===== config.mk =====
export PLATFORM = sky130hd
export DESIGN_NAME = spi_cmd_target
export DESIGN_NICKNAME = d
export VERILOG_FILES = /design/src/rtl/spi_cmd_target.sv
export SDC_FILE = /design/constraint.sdc
export NUM_CORES = 1
export LEC_CHECK = 0
export ABC_AREA = 1
export CELL_PAD_IN_SITES_DETAIL_PLACEMENT = 1
export CELL_PAD_IN_SITES_GLOBAL_PLACEMENT = 2
export CORE_ASPECT_RATIO = 0.9
export CORE_UTILIZATION = 32
export CTS_CLUSTER_SIZE = 20
export DETAILED_ROUTE_END_ITERATION = 10
export HOLD_SLACK_MARGIN = 0.12
export PLACE_DENSITY_LB_ADDON = 0.1
export SKIP_LAST_GASP = 1
export SYNTH_ARGS = -nofsm -noshare
export SYNTH_HDL_FRONTEND = slang
export SYNTH_SLANG_ARGS = --single-unit

===== constraint.sdc =====
create_clock -name clk -period 3.8 [get_ports clk]
set_clock_uncertainty 0.2 [all_clocks]
set_input_delay 0.76 -clock clk [delete_from_list [all_inputs] [get_ports clk]]
set_output_delay 0.76 -clock clk [all_outputs]
set_load 0.01 [all_outputs]

===== src/rtl/spi_cmd_target.sv =====
// SPI mode-0 target: oversamples the SPI pins in the clk domain, deserialises
// 72-bit {rw, addr[6:0], data[63:0]} frames and turns them into register-bus
// commands. Writes go out on a valid/ready port. Reads sample the register
// file's combinational read data and shift it back out on MISO.
module spi_cmd_target #(
  parameter int SCLK_SYNC_STAGES = 2
) (
  input  logic        clk,
  input  logic        rst_n,
  input  logic        spi_sclk,
  input  logic        spi_cs_n,
  input  logic        spi_mosi,
  output logic        spi_miso,
  output logic        spi_miso_oe,
  output logic        cmd_valid,
  input  logic        cmd_ready,
  output logic        cmd_rw,
  output logic [6:0]  cmd_addr,
  output logic [63:0] cmd_wdata,
  input  logic [63:0] cmd_rdata,
  output logic        cmd_drop,
  output logic        frame_abort
);

  localparam int S = SCLK_SYNC_STAGES;

  typedef enum logic [2:0] {IDLE, HEADER, RDLOAD, DATA, DONE} state_t;

  state_t        state;
  logic [S-1:0]  sclk_sy, cs_sy, mosi_sy;
  logic          sclk_d, cs_d;
  logic [6:0]    bit_cnt;
  logic [70:0]   rx_sr;
  logic [63:0]   tx_sr;
  logic          rd_kill;

  logic sclk_s, cs_s, mosi_s;
  logic rise, fall, cs_fall, cs_rise;
  logic [71:0] frame;

  assign sclk_s  = sclk_sy[S-1];
  assign cs_s    = cs_sy[S-1];
  assign mosi_s  = mosi_sy[S-1];
  assign rise    = sclk_s & ~sclk_d;
  assign fall    = ~sclk_s & sclk_d;
  assign cs_fall = ~cs_s & cs_d;
  assign cs_rise = cs_s & ~cs_d;
  // Frame as it stands once the bit arriving this cycle is shifted in.
  assign frame   = {rx_sr, mosi_s};

  // Pin synchronisers plus one extra flop on sclk/cs_n for edge detection.
  always_ff @(posedge clk) begin
    if (!rst_n) begin
      sclk_sy <= '0;
      cs_sy   <= '1;
      mosi_sy <= '0;
      sclk_d  <= 1'b0;
      cs_d    <= 1'b1;
    end else begin
      sclk_sy[0] <= spi_sclk;
      cs_sy[0]   <= spi_cs_n;
      mosi_sy[0] <= spi_mosi;
      for (int i = 1; i < S; i++) begin
        sclk_sy[i] <= sclk_sy[i-1];
        cs_sy[i]   <= cs_sy[i-1];
        mosi_sy[i] <= mosi_sy[i-1];
      end
      sclk_d <= sclk_s;
      cs_d   <= cs_s;
    end
  end

  // Frame FSM: bit counting, command issue/hold, read shift-out, pulses.
  always_ff @(posedge clk) begin
    if (!rst_n) begin
      state       <= IDLE;
      bit_cnt     <= '0;
      rx_sr       <= '0;
      tx_sr       <= '0;
      rd_kill     <= 1'b0;
      spi_miso    <= 1'b0;
      spi_miso_oe <= 1'b0;
      cmd_valid   <= 1'b0;
      cmd_rw      <= 1'b0;
      cmd_addr    <= '0;
      cmd_wdata   <= '0;
      cmd_drop    <= 1'b0;
      frame_abort <= 1'b0;
    end else begin
      cmd_drop    <= 1'b0;
      frame_abort <= 1'b0;
      spi_miso_oe <= ~cs_s;
      // A new command is only loaded while cmd_valid is low, so this clear
      // never races a load below.
      if (cmd_valid && cmd_ready) cmd_valid <= 1'b0;

      case (state)
        IDLE: begin
          spi_miso <= 1'b0;
          if (cs_fall) begin
            state   <= HEADER;
            bit_cnt <= '0;
            tx_sr   <= '0;
            rd_kill <= 1'b0;
          end
        end

        HEADER, RDLOAD, DATA: begin
          if (cs_rise) begin
            frame_abort <= 1'b1;
            spi_miso    <= 1'b0;
            state       <= IDLE;
          end else if (state == RDLOAD) begin
            // A read dropped behind a pending write shifts out zeros.
            tx_sr <= rd_kill ? '0 : cmd_rdata;
            state <= DATA;
          end else if (rise) begin
            rx_sr   <= frame[70:0];
            bit_cnt <= bit_cnt + 7'd1;
            if (state == HEADER && bit_cnt == 7'd7) begin
              if (frame[7]) begin
                state <= RDLOAD;
                if (cmd_valid) begin
                  cmd_drop <= 1'b1;
                  rd_kill  <= 1'b1;
                end else begin
                  cmd_addr <= frame[6:0];
                  cmd_rw   <= 1'b1;
                end
              end else begin
                state <= DATA;
              end
            end else if (state == DATA && bit_cnt == 7'd71) begin
              state    <= DONE;
              spi_miso <= 1'b0;
              if (!frame[71]) begin
                if (cmd_valid) begin
                  cmd_drop <= 1'b1;
                end else begin
                  cmd_valid <= 1'b1;
                  cmd_rw    <= 1'b0;
                  cmd_addr  <= frame[70:64];
                  cmd_wdata <= frame[63:0];
                end
              end
            end
          end else if (fall && state == DATA) begin
            spi_miso <= tx_sr[63];
            tx_sr    <= {tx_sr[62:0], 1'b0};
          end
        end

        DONE: begin
          spi_miso <= 1'b0;
          if (cs_rise) state <= IDLE;
        end

        default: state <= IDLE;
      endcase
    end
  end

endmodule


After elaboration in Yosys (flattened, before gate mapping)

Index checks and enable logic that the tools add are counted.

Reduce and logical (&&, ||, !) cells: 20
Eq/ne operators: 26
$add $sub $neg: 1
Bitwise operators: 16
Muxes and demuxes: 63

Operators with widths:

| operator                                                               | number |
|---|---|
| 64-bit two-way mux                                                     | 6 |
| 64-bit one-hot mux with 2 select lines                                 | 1 |
| 7-bit two-way mux                                                      | 10 |
| 1-bit two-way mux                                                      | 35 |
| 2-bit != test (second input constant)                                  | 11 |
| 3-bit two-way mux                                                      | 7 |
| 4-bit != test (second input constant)                                  | 4 |
| 8-bit AND reduction                                                    | 2 |
| 5-bit AND reduction                                                    | 3 |
| 7-bit one-hot mux with 2 select lines                                  | 1 |
| 1-bit NOT                                                              | 12 |
| 3-bit != test (second input constant)                                  | 3 |
| 3-bit one-hot mux with 3 select lines                                  | 1 |
| 9-bit AND reduction                                                    | 1 |
| 4-bit AND reduction                                                    | 2 |
| 7-bit by 1-bit adder with 7-bit output (second input constant)         | 1 |
| 7-bit by 3-bit equality test with 1-bit output (second input constant) | 1 |
| 7-bit equality test (second input constant)                            | 1 |
| 3-bit by 2-bit equality test with 1-bit output (second input constant) | 2 |
| 2-bit nonzero test                                                     | 3 |
| 5-bit != test (second input constant)                                  | 1 |
| 5-bit OR reduction                                                     | 1 |
| 1-bit bitwise AND                                                      | 4 |
| 1-bit logical AND                                                      | 4 |
| 8 further kinds                                                        | 9 |

Output and inout bits: 77
Word-level logic and storage cells: 144
Bits in registers: 231
Input port bits: 70

Longest topological paths before layout

Gate-level depths: netlist of run 1.

Word-level depth: 10
Mapped depth: 12
Mapped depth without buffers: 11

Worst setup path after synthesis of run 1

No wires, ideal clock.

Kind: register to register
From: register bit_cnt[0]
To: register cmd_wdata[57]
Setup time: 0.116 ns
Data arrival time: 1.646 ns
Clock period less this slack: 1.962 ns
Stages on the path, launching flop included: 11
Path slack: 1.838 ns
Buffers on the path: 2
Required time: 3.484 ns
Path through: dfxtp_1 -> ha_1 -> nand2_1 -> nor2_1 -> nand3_2 -> nor3_4 -> nand2_2 -> buf_6 -> buf_6 -> o21ai_0 -> nor2_1

Word-level cells in the longest chain between the ends: 4

RTL lines:

| what                                           | RTL line | text |
|---|---|---|
| start: declaration                             | 32       | `logic [6:0] bit_cnt;` |
| start signal: assignment                       | 119      | `bit_cnt <= bit_cnt + 7'd1;` |
| 7-bit by 3-bit equality test with 1-bit output | 120      | `if (state == HEADER && bit_cnt == 7'd7) begin` |
| 1-bit logical AND                              | 120      |  |
| 1-bit NOT (no source line)                     | -        |  |
| 8-bit AND reduction (no source line) (*)       | -        |  |
| end signal: assignment                         | 143      | `cmd_wdata <= frame[63:0];` |
| end: declaration                               | 19       | `output logic [63:0] cmd_wdata,` |

Every way passes the cells marked *; elsewhere a longest branch is shown, timed or not.
A chain may end at the register's enable or synchronous reset.

Worst setup path in the final report of run 1

From: register bit_cnt[0]
To: register cmd_wdata[39]

Same word-level chain as after synthesis.

==> impl_metrics.py, run 1 <==
metrics = {
    "status": {
        "run_status": "finished, final reports clean",
    },
    "pwr": {
        "seqPwrFrac_pct": 42.5,
        "pwr-share-comb_pct": 23.1,
        "power.internal_uw": 4870,
        "power_frac_clock_pct": 34.4,
        "static-leakage-power_uw": 0.00510,
        "irDropWorstVdd_uv": 383,
        "powerDensity_nw_per_um2": 608,
        "switching_power_uw": 2370,
        "switching_fraction_of_total_power_pct": 32.7,
    },
    "timing": {
        "worst_slew_pin_slew_ns": 0.839,
        "hold_viol": 0,
        "rsz0062_at_grt": "false",
        "min_clock_period_post_route_ns": 2.57,
        "timing.final.crit_share_pct": 67.6,
        "fmaxAchievable_ghz": 0.390,
        "final-setup-viol-count": 0,
        "fin_tns_setup_ns": 0,
        "final.hold.worst_slack_ns": 0.212,
        "rel_slew_slack_pct": 44.1,
        "final-max-slew-violation-count": 0,
    },
    "clock_tree": {
        "postCtsSetupRepairBufs": 0,
        "cts.sink_count": 231,
        "tritoncts.num_buffers": 27,
        "cts-root-to-sink-buffers": 3,
        "post_cts_resize_count": 0,
        "clk_root_buffer_cell": "sky130_fd_sc_hd__clkbuf_16",
        "holdBufCountCts": 0,
        "cts_htree_levels": 1,
        "tritoncts": "built",
        "worstSkewPairLatency_ns": 0.54,
        "clk_transition_reported_paths_ns": 0.06,
    },
    "routing": {
        "drc": 0,
        "drt-wirelength-per-cell_um": 13.7,
        "drt-total-wl_mm": 25.3,
        "vias_per_cell": 4.58,
        "dr.pass1.iters": 4,
        "drt-initial-drc-count": 456,
        "ant_nets": 0,
        "dr_total_vias": 8461,
    },
    "worst_setup_path": {
        "critical_path.cell_chain": "ha_1, nand3_1, nor2_1, nand2_2, nand2_1, nor2_1, nand2_2, buf_4, o21ai_0, nor2_1",
        "timing.critical_path.slowest_cell_delay_ns": 0.48,
        "timing.critical_path.slowest_stage_cell": "sky130_fd_sc_hd__buf_4",
        "worst_r2r_path_depth": 10,
        "path_common_cell": "sky130_fd_sc_hd__nor2_1",
        "critical_path_class": "reg2reg",
        "worst_setup_path_start_kind": "register",
        "crit_path_start": "bit_cnt[0]",
        "worst_setup_path_end_kind": "register",
        "cp_data_arrival_time_ns": 2.85,
        "r2r-end": "cmd_wdata[39]",
        "critical_path_required_ns": 4.08,
        "reg_to_reg_start": "bit_cnt[0]",
        "critPathMaxFanout": 64,
        "ff2ff_setup_slack_ns": 1.23,
    },
    "logic_synthesis": {
        "synthMostInstantiatedCell": "sky130_fd_sc_hd__nor2_1",
        "synth_top_cell_area_share_pct": 49.1,
        "post_synth_top_flop": "sky130_fd_sc_hd__dfxtp_1",
        "synth_sequential_area_ratio_pct": 49.1,
        "synth_warnings": 0,
        "synth_fp_nets": 1401,
        "netlist.top_cell.by_area": "sky130_fd_sc_hd__dfxtp_1",
        "synth-edff-count": 0,
        "netlist_top_cells_area": "sky130_fd_sc_hd__dfxtp_1 49%, sky130_fd_sc_hd__nor2_1 17%, sky130_fd_sc_hd__o21ai_0 12%, sky130_fd_sc_hd__nand2_1 5.3%, sky130_fd_sc_hd__inv_1 4.0%",
        "synth-async-reset-ratio_pct": 0,
        "synth.avg_cell_area_um2": 7.09,
        "ys_types": 33,
        "yosys_register_bits": 231,
        "post_synth_instance_area_um2": 9430,
        "synthTopCellsByCount": "432 x sky130_fd_sc_hd__nor2_1, 232 x sky130_fd_sc_hd__o21ai_0, 231 x sky130_fd_sc_hd__dfxtp_1",
        "synth_cells": 1330,
    },
    "grt": {
        "grt_overflow_total": 0,
        "number_of_antenna_violations_at_the_first_check_in_global_routing": 0,
        "largest_net_degree_at_the_start_of_global_routing": 215,
        "grt_util_all_layers_pct": 17.2,
        "grt_pass1_wl_mm": 42.9,
        "first_global_vias": 8348,
    },
    "floorplan": {
        "std_cell_rows": 59,
        "floorplan.initialDensity_pct": 32.6,
        "boundaryPins": 147,
        "core_region_area_um2": 28900,
        "die_h_um": 165,
        "floorplan.die_area_um2": 30200,
        "die_w_um": 183,
    },
    "hold_path": {
        "worstHoldPathType": "reg2reg",
        "hold_path_depth": 2,
        "timing.hold.worst_endpoint": "mosi_sy[1]",
        "worst_hold_startpoint": "mosi_sy[0]",
    },
    "finish": {
        "postLayoutCellArea_um2": 11900,
        "final_cell_count_no_fill": 1847,
        "inserted_diodes": 0,
        "post_route_cells_drive_above_1_share_pct": 5.17,
        "finalNetCount": 1504,
        "layout.core_utilization_pct": 41.1,
        "syn2layout_area_growth_pct": 26.2,
    },
    "placed_design": {
        "placed_cells_incl_taps": 1800,
        "dpl-instance-area_um2": 11000,
        "buffer_ports.inserted": 146,
        "gp_routability_congestion": 0.756,
        "detailedPlacementHpwl_mm": 15.7,
    },
    "flow_run": {
        "cap_violations": 0,
    },
}
[layer usage]
| metal | GRT usage (%) | vias to the layer above | share of wire [%] |
|---|---|---|---|
| li1 | - | 4406 | - |
| met1 | 24.7 | 3889 | 52 |
| met2 | 26.9 | 134 | 43 |
| met3 | 2.67 | 32 | 3.5 |
| met4 | 4.13 | 0 | 2.1 |
| met5 | 0 | - | 0 |
[critical path, delay by kind of cell (launching register included)]
family	cells	cell delay, ns
AOI/OAI and AO/OA	1	0.24
and+or+nand+nor	7	0.88
buffers and inverters	1	0.48
adders and majority gates	1	0.29
DFF	1	0.37
[power groups by stage]
stage          Clock (uW)  Combinational (uW)  Sequential, uW
3_5_place_dp            0                1700            3110
2_1_floorplan           0                1290            3040
4_1_cts              2580                1710            3070
5_1_grt              2690                1940            3130
3_3_place_gp            0                1680            3100
6_report             2490                1670            3070
[cell usage in the layout (no fill, tap or decap), drive strengths merged]
cell           synthesis  routed
nor3b                  2       2
a21oi                 16      16
clkdlybuf4s50          0     145
or2                    4       4
nor3                   5       5
ha                     1       1
dfxtp                231     231
a211oi                 1       1
nand4                  7       7
clkbuf                54      40
inv                  104     105
nand3                 33      33
xor2                   2       2
a22oi                  2       2
buf                   30      13
nor4                   2       2
nor2                 436     436
clkinv                 0       5
bufinv                 0       1
o21ai                264     264
nand2                136     136
[state kept, by name, summed over array words and instances, names as in the netlist, 2 cells and up]
register	count
tx_sr	64
mosi_sy	2
cs_sy	2
rx_sr	71
sclk_sy	2
cmd_addr	7
bit_cnt	7
cmd_wdata	64
state	3
[cells by family after synthesis]
group / Yosys count / synth area share, %
fa+ha+maj: 1 / 0.133
simple gates: 625 / 26.5
xor+xnor: 2 / 0.186
buf+inv: 188 / 8.94
compound gates: 283 / 15.1
flops: 231 / 49.1
[layout make-up]
type	count	area (um2)
timing repair buffer	158	1560
fill	3626	17000
inverter	104	390
sequential	231	4620
clock buffer	40	774
tap	396	495
multi-input combinational	911	3980
clock inverter	7	75.1
[how the worst max path moves through the flow]
stage / endpoint
6_report: cmd_wdata[39]
5_1_grt: cmd_wdata[45]
4_1_cts: cmd_wdata[39]
3_5_place_dp: cmd_wdata[39]
3_3_place_gp: cmd_wdata[39]
2_1_floorplan: cmd_wdata[57]
[through the flow]
| step | total power [uW] | setup slack (ns) |
|---|---|---|
| 6_report | 7230 | 1.23 |
| 5_1_grt | 7760 | 0.915 |
| 4_1_cts | 7370 | 1.22 |
| 3_5_place_dp | 4810 | 1.23 |
| 3_3_place_gp | 4780 | 1.27 |
| 2_1_floorplan | 4330 | 1.84 |
No activity file was read; power rests on OpenSTA's default activity.
==> run 2: changes to the inputs <==
CORE_UTILIZATION = 30   (was 32)
clock period = 2.43 ns   (was 3.8 ns; I/O delays follow)
==> impl_metrics.py, run 2 (synthesis results as in run 1) <==
metrics = {
    "floorplan": {
        "die_h_um": 170,
        "core_region_area_um2": 30900,
        "floorplan.initialDensity_pct": 30.5,
        "std_cell_rows": 61,
        "floorplan.die_area_um2": 32100,
        "boundaryPins": 147,
        "die_w_um": 189,
    },
    "grt": {
        "first_global_vias": 8459,
        "grt_util_all_layers_pct": 16.2,
        "fraction_of_met2_tracks_used_by_global_routing_pct": 26.1,
        "grt_overflow_total": 0,
        "largest_net_degree_at_the_start_of_global_routing": 132,
        "grt_use_met3_pct": 3.38,
        "number_of_antenna_violations_at_the_first_check_in_global_routing": 1,
        "top_usage_layer": "met2",
        "grt_pass1_wl_mm": 43.3,
        "globalRouteMet1Util_pct": 22.3,
    },
    "worst_setup_path": {
        "cp_num_cells": 1,
        "worst_setup_path_end_kind": "output port",
        "cp_data_arrival_time_ns": 1.53,
        "critical_path_required_ns": 1.74,
        "timing.critical_path.slowest_stage_cell": "sky130_fd_sc_hd__clkdlybuf4s50_1",
        "worst_path_dominant_cell_family": "buffers and inverters",
        "timing.critical_path.slowest_cell_delay_ns": 0.58,
        "cp_num_buf_inv": 1,
        "critical_path.cell_chain": "clkdlybuf4s50_1",
        "worst_r2r_path_depth": 10,
        "critical_path_class": "reg2out",
        "critPathMaxFanout": 4,
        "worst_setup_path_start_kind": "register",
    },
    "timing": {
        "fin_tns_setup_ns": 0,
        "fmaxAchievable_ghz": 0.450,
        "timing.final.crit_share_pct": 91.4,
        "final-setup-viol-count": 0,
        "hold_viol": 0,
        "worst_slew_pin_slew_ns": 0.550,
        "rel_slew_slack_pct": 63.3,
        "postLayoutSetupSlackWorst_ns": 0.210,
        "final-max-slew-violation-count": 0,
        "min_clock_period_post_route_ns": 2.22,
        "final.hold.worst_slack_ns": 0.213,
        "rsz0062_at_grt": "false",
    },
    "finish": {
        "final_cell_count_no_fill": 1874,
        "top_registers": "rx_sr (71), cmd_wdata (64), tx_sr (64)",
        "finalNetCount": 1520,
        "largest_register": "rx_sr",
        "inserted_diodes": 0,
        "fillerInstances": 3839,
        "syn2layout_area_growth_pct": 28.9,
        "layout.core_utilization_pct": 39.3,
        "layout.cells.most_common_list": "430 x sky130_fd_sc_hd__nor2_1, 232 x sky130_fd_sc_hd__o21ai_0, 231 x sky130_fd_sc_hd__dfxtp_1",
        "largest_register_ff_count": 71,
        "post_route_cells_drive_above_1_share_pct": 6.08,
        "layout_commonest_cell": "sky130_fd_sc_hd__nor2_1",
    },
    "pwr": {
        "switching_power_uw": 3760,
        "power_frac_clock_pct": 34.6,
        "powerDensity_nw_per_um2": 957,
        "irDropWorstVdd_uv": 474,
        "static-leakage-power_uw": 0.00521,
        "pwr-share-comb_pct": 24.1,
        "seqPwrFrac_pct": 41.3,
        "power.internal_uw": 7880,
        "switching_fraction_of_total_power_pct": 32.3,
    },
    "routing": {
        "drt-initial-drc-count": 437,
        "drt-total-wl_mm": 25.7,
        "vias_per_cell": 4.55,
        "drc": 0,
        "dr.pass1.iters": 4,
        "drt-wirelength-per-cell_um": 13.7,
        "dr_total_vias": 8523,
        "ant_nets": 0,
    },
    "clock_tree": {
        "post_cts_resize_count": 0,
        "worstSkewPairLatency_ns": 0.54,
        "holdBufCountCts": 0,
        "clk_root_buffer_cell": "sky130_fd_sc_hd__clkbuf_16",
        "tritoncts.num_buffers": 27,
        "cts_htree_levels": 1,
        "cts.sink_count": 231,
        "tritoncts": "built",
        "clk_transition_reported_paths_ns": 0.06,
        "postCtsSetupRepairBufs": 0,
        "cts-root-to-sink-buffers": 3,
    },
    "placed_design": {
        "gp_routability_congestion": 0.812,
        "detailedPlacementHpwl_mm": 16.5,
        "placed_cells_incl_taps": 1829,
        "buffer_ports.inserted": 146,
        "place_ws_ns": 0.196,
    },
    "status": {
        "run_status": "finished, final reports clean",
    },
    "hold_path": {
        "worstHoldPathType": "reg2reg",
        "hold_path_depth": 1,
    },
    "flow_run": {
        "cap_violations": 0,
    },
}
## run 2: cell count changes in the layout (fill, tap and decap cells not counted), sizes merged
cell	change
buf	+16
bufinv	+1
clkbuf	+1
clkinv	-5
clkinvlp	+1
## run 2: path summary, 6_finish.rpt
| check | endpoint | slack (ns) | from |
|---|---|---|---|
| worst max-delay path | cmd_valid | 0.21 | cmd_valid |
| worst min-delay path | cs_sy[1] | 0.21 | cs_sy[0] |
| worst max register to register | cmd_addr[1] | 0.26 | bit_cnt[0] |
| worst min register to register | cs_sy[1] | 0.21 | cs_sy[0] |
## run 2: power groups by stage
stage	sequential [uW]	clock, uW	combinational (uW)
6_report	4800	4030	2810
5_1_grt	4890	4340	3240
4_1_cts	4800	4190	2870
3_5_place_dp	4870	0	2850
3_3_place_gp	4850	0	2810
2_1_floorplan	4760	0	2020
## run 2: cell type report
type	instances	area (um2)	share of cell area [%]
repair buffers	174	1780	14.6
clock inverters	4	87.6	0.721
inverters	104	390	3.21
flip-flops and latches	231	4620	38.0
well taps	409	512	4.21
multi-input cells	911	3980	32.7
clock buffers	41	788	6.49
## run 2: per-layer routing
layer  vias to the layer above  share of wire (%)
met5                         -              0.066
met4                         2                1.7
met3                        31                4.4
met2                       137                 43
met1                      3919                 51
li1                       4434                  -
## run 2: stage by stage
stage	cell area [um2]	power, uW
5_1_grt	12200	12500
3_3_place_gp	11300	7670
4_1_cts	12200	11900
6_report	12200	11600
2_1_floorplan	9430	6780
3_5_place_dp	11300	7720
## run 2: worst reg2reg max path, cell delays in order, from the launching register on
cell and delay [ns]:
sky130_fd_sc_hd__dfxtp_1 0.37, sky130_fd_sc_hd__ha_1 0.22, sky130_fd_sc_hd__nand3_1 0.11, sky130_fd_sc_hd__nor2_1 0.29
sky130_fd_sc_hd__nand2_1 0.16, sky130_fd_sc_hd__nand2_1 0.10, sky130_fd_sc_hd__nand2_1 0.12, sky130_fd_sc_hd__inv_1 0.20
sky130_fd_sc_hd__nand3_1 0.10, sky130_fd_sc_hd__nand2_1 0.15, sky130_fd_sc_hd__nor2_1 0.05
